## src/rtl/i2s_stream_tx.sv

```systemverilog
// Buffered I2S transmitter: valid/ready sample FIFO feeding a frame-locked serializer.
// One stereo pair is popped per LRCK frame and sent MSB-first with the one-slot I2S delay.
module i2s_stream_tx #(
  parameter int DEPTH     = 4,
  parameter int DIV_BITS  = 9,
  parameter bit HOLD_LAST = 1'b0
) (
  input  logic                     clk,
  input  logic                     rst,
  input  logic [15:0]              in_left,
  input  logic [15:0]              in_right,
  input  logic                     in_valid,
  output logic                     in_ready,
  output logic [$clog2(DEPTH):0]   level,
  output logic                     underrun,
  output logic [7:0]               underrun_cnt,
  output logic                     audio_mclk,
  output logic                     audio_lrck,
  output logic                     audio_sck,
  output logic                     audio_sdin
);

  localparam int AW = $clog2(DEPTH);
  localparam logic [AW:0] FULL_LEVEL = DEPTH[AW:0];

  logic [DIV_BITS-1:0] cnt;
  logic [31:0]         mem [DEPTH];
  logic [AW-1:0]       wr_ptr;
  logic [AW-1:0]       rd_ptr;
  logic [15:0]         left_word;
  logic [15:0]         right_word;
  logic                rlsb;
  logic                push;
  logic                load;
  logic                pop;
  logic [4:0]          slot;
  logic [3:0]          bit_idx;

  // Readiness comes only from registered occupancy, so a full FIFO refuses a
  // push even in the cycle that the frame load frees an entry.
  assign in_ready = (level != FULL_LEVEL);
  assign push     = in_valid & in_ready;
  assign load     = &cnt;
  assign pop      = load & (level != '0);

  always_ff @(posedge clk or posedge rst) begin
    if (rst) begin
      cnt <= '0;
    end else begin
      cnt <= cnt + 1'b1;
    end
  end

  always_ff @(posedge clk) begin
    if (push) begin
      mem[wr_ptr] <= {in_left, in_right};
    end
  end

  always_ff @(posedge clk or posedge rst) begin
    if (rst) begin
      wr_ptr <= '0;
      rd_ptr <= '0;
      level  <= '0;
    end else begin
      if (push) begin
        wr_ptr <= wr_ptr + 1'b1;
      end
      if (pop) begin
        rd_ptr <= rd_ptr + 1'b1;
      end
      case ({push, pop})
        2'b10:   level <= level + 1'b1;
        2'b01:   level <= level - 1'b1;
        default: level <= level;
      endcase
    end
  end

  // A word pushed on the load edge into an empty FIFO is not popped: the
  // frame underruns and that word waits for the next load.
  always_ff @(posedge clk or posedge rst) begin
    if (rst) begin
      left_word    <= '0;
      right_word   <= '0;
      rlsb         <= 1'b0;
      underrun     <= 1'b0;
      underrun_cnt <= '0;
    end else begin
      underrun <= 1'b0;
      if (load) begin
        rlsb <= right_word[0];
        if (pop) begin
          {left_word, right_word} <= mem[rd_ptr];
        end else begin
          if (!HOLD_LAST) begin
            left_word  <= '0;
            right_word <= '0;
          end
          underrun <= 1'b1;
          if (underrun_cnt != 8'hFF) begin
            underrun_cnt <= underrun_cnt + 1'b1;
          end
        end
      end
    end
  end

  // Slot s carries L[16-s] or R[32-s]; both reduce to bit (-s) mod 16.
  assign slot    = cnt[DIV_BITS-1 -: 5];
  assign bit_idx = 4'd0 - slot[3:0];

  always_comb begin
    audio_sdin = rlsb;
    if (slot == 5'd0) begin
      audio_sdin = rlsb;
    end else if (slot <= 5'd16) begin
      audio_sdin = left_word[bit_idx];
    end else begin
      audio_sdin = right_word[bit_idx];
    end
  end

  assign audio_mclk = cnt[1];
  assign audio_lrck = cnt[DIV_BITS-1];
  assign audio_sck  = 1'b1;

endmodule

```

## config.mk

```make
export PLATFORM = sky130hd
export DESIGN_NAME = i2s_stream_tx
export DESIGN_NICKNAME = d
export VERILOG_FILES = /design/src/rtl/i2s_stream_tx.sv
export SDC_FILE = /design/constraint.sdc
export NUM_CORES = 1
export LEC_CHECK = 0
export CORE_MARGIN = 2
export CORE_UTILIZATION = 50
export DETAILED_ROUTE_END_ITERATION = 8
export GPL_TIMING_DRIVEN = 0
export PLACE_DENSITY_LB_ADDON = 0.1
export SLEW_MARGIN = 5
export SYNTH_ARGS = -nofsm -noshare
export SYNTH_HDL_FRONTEND = slang
export SYNTH_SLANG_ARGS = --single-unit
export TNS_END_PERCENT = 1
```

## constraint.sdc

```tcl
create_clock -name clk -period 6.7 [get_ports clk]
set_input_delay 1.34 -clock clk [delete_from_list [all_inputs] [get_ports clk]]
set_output_delay 1.34 -clock clk [all_outputs]
set_load 0.01 [all_outputs]
```

Yosys cells after proc, flatten, opt, wreduce, memory -nomap -nowiden
Memory sizes are Yosys's and may differ from the RTL's.
Index checks and enable logic that the tools add are counted.

operators by class
  $add $sub $neg = 7
  $lt $le $gt $ge = 2
  equality and inequality tests = 4
  muxes and demuxes = 13
  bitwise logic cells = 3
  reduce and logical (&&, ||, !) cells = 5

operators by type and width
  cell                 number
  $mux 16              2
  $reduce_and 11->1    1
  $add 9x1->9 const B  1
  $reduce_and 9->1     1
  $add 8x1->8 const B  1
  $bmux 1 s4           2
  $mux 1               8
  $ne 8x8->1 const B   1
  $pmux 3 s2           1
  $le 5x5->1 const B   1
  $logic_not 5->1      1
  $lt 4x5->1 const B   1
  $add 2x1->2 const B  2
  $sub 1x4->4 const A  1
  $add 3x1->3 const B  1
  $ne 3x3->1 const B   1
  $reduce_bool 3->1    1
  $sub 3x1->3 const B  1
  $and 1x1->1          2
  $eq 2x1->1 const B   1
  $eq 2x2->1 const B   1
  $reduce_bool 2->1    1
  $not 1->1            1

storage, ports and cells
  bits in registers = 58
  RAM bits = 128
  bits of input ports = 35
  output and inout port bits = 17
  word-level logic and storage cells = 44
  memories kept = 1

memory list
  memory  depth  bits a word  rd ports  clocked after memory_dff  wr ports  line  text
  mem     4      32           1         0                         1         27    logic [31:0] mem [DEPTH];

Depth between registers and ports, before layout
Gate-level depths: netlist of the first run.

  depth after elaboration = 5
  depth in mapped cells = 13
  gate-level depth less buffers = 12

Worst setup path after synthesis of the first run
OpenSTA, ideal clock, no wires.

  path type = reg2out
  start = reg cnt[4]
  end = out audio_sdin
  data arrival time = 1.771 ns
  required time = 5.360 ns
  setup slack = 3.589 ns
  stages on the path, launching flop included = 10
  cell sequence = dfrtp_1 buf_6 inv_1 ha_1 clkbuf_8 mux4_1 mux2i_1 mux2i_1 mux2i_1 mux2i_1

between the ends
  cells in the longest elaborated chain, start to end = 5
  elaborated cells between the ends (all ways) = 9
  those cells by class = add/sub (1); order compare (1); mux (6); reduce/logical (1)

ends and longest elaborated chain
  item                           line      text
  start: declaration             26        logic [DIV_BITS-1:0] cnt;
  start signal: assignment       50        cnt <= cnt + 1'b1;
  $sub 1x4->4                    111       assign bit_idx = 4'd0 - slot[3:0];
  $bmux 1 s4 (on tied branches)  120, 118
  $mux 1 (on tied branches)      120, 118
  $mux 1                         117       end else if (slot <= 5'd16) begin
  $mux 1 (*)                     115       if (slot == 5'd0) begin
  end: declaration               20        output logic audio_sdin

Every way passes the cells marked *; elsewhere a longest branch is shown, timed or not. The select of a mux whose other input is x is not followed.

Worst setup path after layout of the first run
Ends and elaborated chain as after synthesis.

==> results of run 1 <==
==> critical path, cell delays in order, from the launching register on <==
cell and delay (ns):
sky130_fd_sc_hd__dfrtp_1 0.54, sky130_fd_sc_hd__buf_6 0.23, sky130_fd_sc_hd__inv_1 0.05, sky130_fd_sc_hd__ha_1 0.28, sky130_fd_sc_hd__clkbuf_8 0.17, sky130_fd_sc_hd__mux4_1 0.22
sky130_fd_sc_hd__mux2i_1 0.07, sky130_fd_sc_hd__mux2i_1 0.27, sky130_fd_sc_hd__mux2i_1 0.13, sky130_fd_sc_hd__mux2i_1 0.19, sky130_fd_sc_hd__clkdlybuf4s50_1 0.56
==> sequential cells by signal, summed over array words and instances (netlist names), 2 cells and up <==
name	cells
cnt	9
left_word	16
level	3
mem	128
rd_ptr	2
right_word	16
underrun_cnt	8
wr_ptr	2
==> through the flow <==
stage	instances	area, um^2	hold slack [ns]	setup slack (ns)	power, mW
finish	644	8880	0.440	2.21	2.86
global route	644	8880	0.464	2.05	2.98
CTS	644	8880	0.446	2.19	2.90
detailed placement	612	8250	0.436	2.67	1.82
global placement	607	8110	0.425	2.72	1.77
floorplan	373	7380	0.413	3.59	1.64
==> power by group <==
part | internal (mW) | switching [mW]
combinational | 0.141 | 0.181
clock | 0.662 | 0.415
sequential | 1.42 | 0.0490
==> cell usage after synthesis, types with 2 or more instances <==
master                       n
sky130_fd_sc_hd__buf_2       5
sky130_fd_sc_hd__nor2_1      3
sky130_fd_sc_hd__xor2_1      6
sky130_fd_sc_hd__mux4_2     33
sky130_fd_sc_hd__nand2_1     7
sky130_fd_sc_hd__nand3_1     4
sky130_fd_sc_hd__ha_1       10
sky130_fd_sc_hd__nor3_1      5
sky130_fd_sc_hd__a22o_1     32
sky130_fd_sc_hd__mux2i_1    10
sky130_fd_sc_hd__and3_1      5
sky130_fd_sc_hd__dfrtp_1    58
sky130_fd_sc_hd__mux4_1      7
sky130_fd_sc_hd__clkbuf_1    9
sky130_fd_sc_hd__edfxtp_1  128
sky130_fd_sc_hd__and2_1      2
sky130_fd_sc_hd__buf_4       2
sky130_fd_sc_hd__xnor2_1    14
sky130_fd_sc_hd__inv_1      15
sky130_fd_sc_hd__mux2_2      2
==> routing by layer <==
metal  up-vias  wire length [um]  global-route usage [%]
met1      1913              5880                    25.0
li1       1631                 -                       -
met2        78              6690                    29.5
met3        11               465                    4.15
met5         -                 0                       0
met4         0               167                    6.41
==> layout make-up <==
| cell class | instances | area [um^2] |
|---|---|---|
| fillers | 1043 | 5600 |
| flip-flops and latches | 186 | 5300 |
| multi-input cells | 153 | 1930 |
| repair buffers | 55 | 631 |
| clock buffers | 20 | 437 |
| well taps | 184 | 230 |
| clock inverters | 12 | 198 |
| plain buffers | 18 | 98.8 |
| inverters | 16 | 60.1 |
==> worst paths after layout <==
kind / from / end / slack [ns] / cells after the start
setup / recovery: cnt[4] / audio_sdin / 2.21 / 10
max in group asynchronous: rst / right_word[15] / 4.91 / 3
setup reg to reg: cnt[4] / level[2] / 3.27 / 13
hold / removal: cnt[0] / cnt[0] / 0.44 / 1
min in group asynchronous: rst / underrun_cnt[7] / 1.23 / 2
hold reg to reg: cnt[0] / cnt[0] / 0.44 / 1
==> cell families after synthesis <==
group | share of synthesized area [%]
flip-flops | 71.8
multiplexers | 14.2
AO/OA/AOI/OAI | 4.65
buffers and inverters | 2.15
AND/OR/NAND/NOR | 2.46
XOR/XNOR | 2.75
adder cells (fa/ha/maj) | 1.97
other | 0.0508
==> implementation parameters, run 1 <==
Parameter                              Value

Die
  Die Width ... 125 um
  Count of boundary I/O pins ... 52
  Standard-cell rows ... 44
  Height of the die ... 125 um
  Total die area ... 15700 um^2
  Initial core utilization ... 51.0%
  Core outline area ... 14500 um^2

Run status
  Status ... finished, final reports clean

CTS
  H-tree levels ... 4
  CTS buffer count ... 17
  Count of instances resized after the clock tree is built ... 0
  CTS clock-pin slew for the worst setup and hold paths ... 0.06 ns
  Count of hold-fix buffers inserted at cts ... 0
  Clock tree from TritonCTS ... yes
  Clock latency on the worst-skew pair ... 0.43 ns
  Clock Root Buffer ... sky130_fd_sc_hd__clkbuf_16
  Post-CTS Setup Inserts ... 0
  Number of buffers on the longest clock path ... 2
  Number of sinks driven by the clock tree ... 186

Hold path
  HP Class ... reg2reg

GRT
  Global-route total usage across every layer ... 18.3%
  Number of global-route vias before repair ... 3909
  Wire length of the first global-routing pass ... 21.5 mm
  Maximum number of pins on one net before global-route repair ... 40
  Initial antenna violation count ... 0
  Remaining global-route overflow ... 0

Yosys
  Yosys warning total ... 0
  Count of different cell masters after synthesis ... 36
  Post-Syn Area per Cell ... 19.8 um^2
  Dominant cell type by area after synthesis ... sky130_fd_sc_hd__edfxtp_1
  Cell area after synthesis ... 7380 um^2
  Cell count after synthesis ... 373
  Register area share after synthesis ... 71.8%
  Main synth FF type ... sky130_fd_sc_hd__edfxtp_1
  Flip-flop and latch count after synthesis ... 186
  Syn_nets ... 419
  Share of the synthesized area in the top cell type ... 52.1%
  Share of synthesized registers carrying an async set or reset ... 31.2%
  Number of flops mapped to enable cells by yosys ... 128
  Cell types occupying the most area after synthesis ... sky130_fd_sc_hd__edfxtp_1 (52%), sky130_fd_sc_hd__dfrtp_1 (20%), sky130_fd_sc_hd__mux4_2 (10%), sky130_fd_sc_hd__a22o_1 (3.8%), sky130_fd_sc_hd__mux4_1 (2.5%)

Power
  IR Drop Worst-Case VDD ... 0.186 mV
  Total power density per cell area ... 323 nW/um^2
  Leakage ... 3.31 nW

Setup path
  Kind of start point of the critical path ... flip-flop
  Kind of end point of the critical path ... primary output
  Critical path data arrival time ... 3.15 ns
  Critical Path Fanout Max ... 10
  Required time at the endpoint of the critical path ... 5.36 ns
  Worst Setup Path Type ... reg2out

Finish
  P&R area growth vs syn ... 20.3%
  Most frequent standard cell in the layout excluding fill and tap cells ... sky130_fd_sc_hd__edfxtp_1
  Most used cells in the layout excluding fill and tap cells ... sky130_fd_sc_hd__edfxtp_1 (128), sky130_fd_sc_hd__dfrtp_1 (58), sky130_fd_sc_hd__clkdlybuf4s50_1 (50)
  Antenna diode instance count ... 0
  Share of the core filled with cells in the final layout ... 61.3%
  Final #Nets ... 493
  Fraction of layout cells with a size suffix above 1 ... 19.8%

STA
  Sum of negative setup slack ... 0 ns
  Final period util ... 67.0%
  Fmax ... 223 MHz
  Number of max-slew violations in the final report ... 0
  RSZ-0062 raised after global routing ... false
  Final Hold Viols ... 0
  Transition at the pin with the smallest max-transition slack ... 0.691 ns
  Min Clock Period, post-route ... 4.49 ns
  Worst slew margin relative to its limit ... 53.9%
  Final setup violation count ... 0
  Skew final ... 0.0146 ns

Placement
  Port Buf Inserts ... 50
  Total half-perimeter wirelength after legalization and detailed placement ... 8.70 mm
  Final Wtd Congestion ... 0.721

Detailed routing
  Initial detailed-routing violation count ... 285
  WL per Instance ... 20.5 um
  Detailed-route via count ... 3633
  Number of vias per cell ... 5.64
  DRC errors left ... 0
  Length of the first detailed-routing pass in iterations ... 4
  Number of nets with antenna violations after routing ... 0
  Total length of routed wires ... 13.2 mm

Job
  Max Cap Violations ... 0
No activity file was read; power rests on OpenSTA's default activity.
==> run 2, diff against run 1 <==
Clock period 6.7 ns to 4.6 ns, I/O delays scaled along.
==> results of run 2 <==
Same layout as run 1 (identical final DEF). Status: finished, final reports clean.
Among the figures that moved: setup slack after placement 2.67 ns -> 0.992 ns; setup slack after layout 2.21 ns -> 0.533 ns; register-to-register setup slack 3.27 ns -> 1.17 ns; total power 2.86 mW -> 4.17 mW; worst IR drop on VDD 0.186 mV -> 0.271 mV
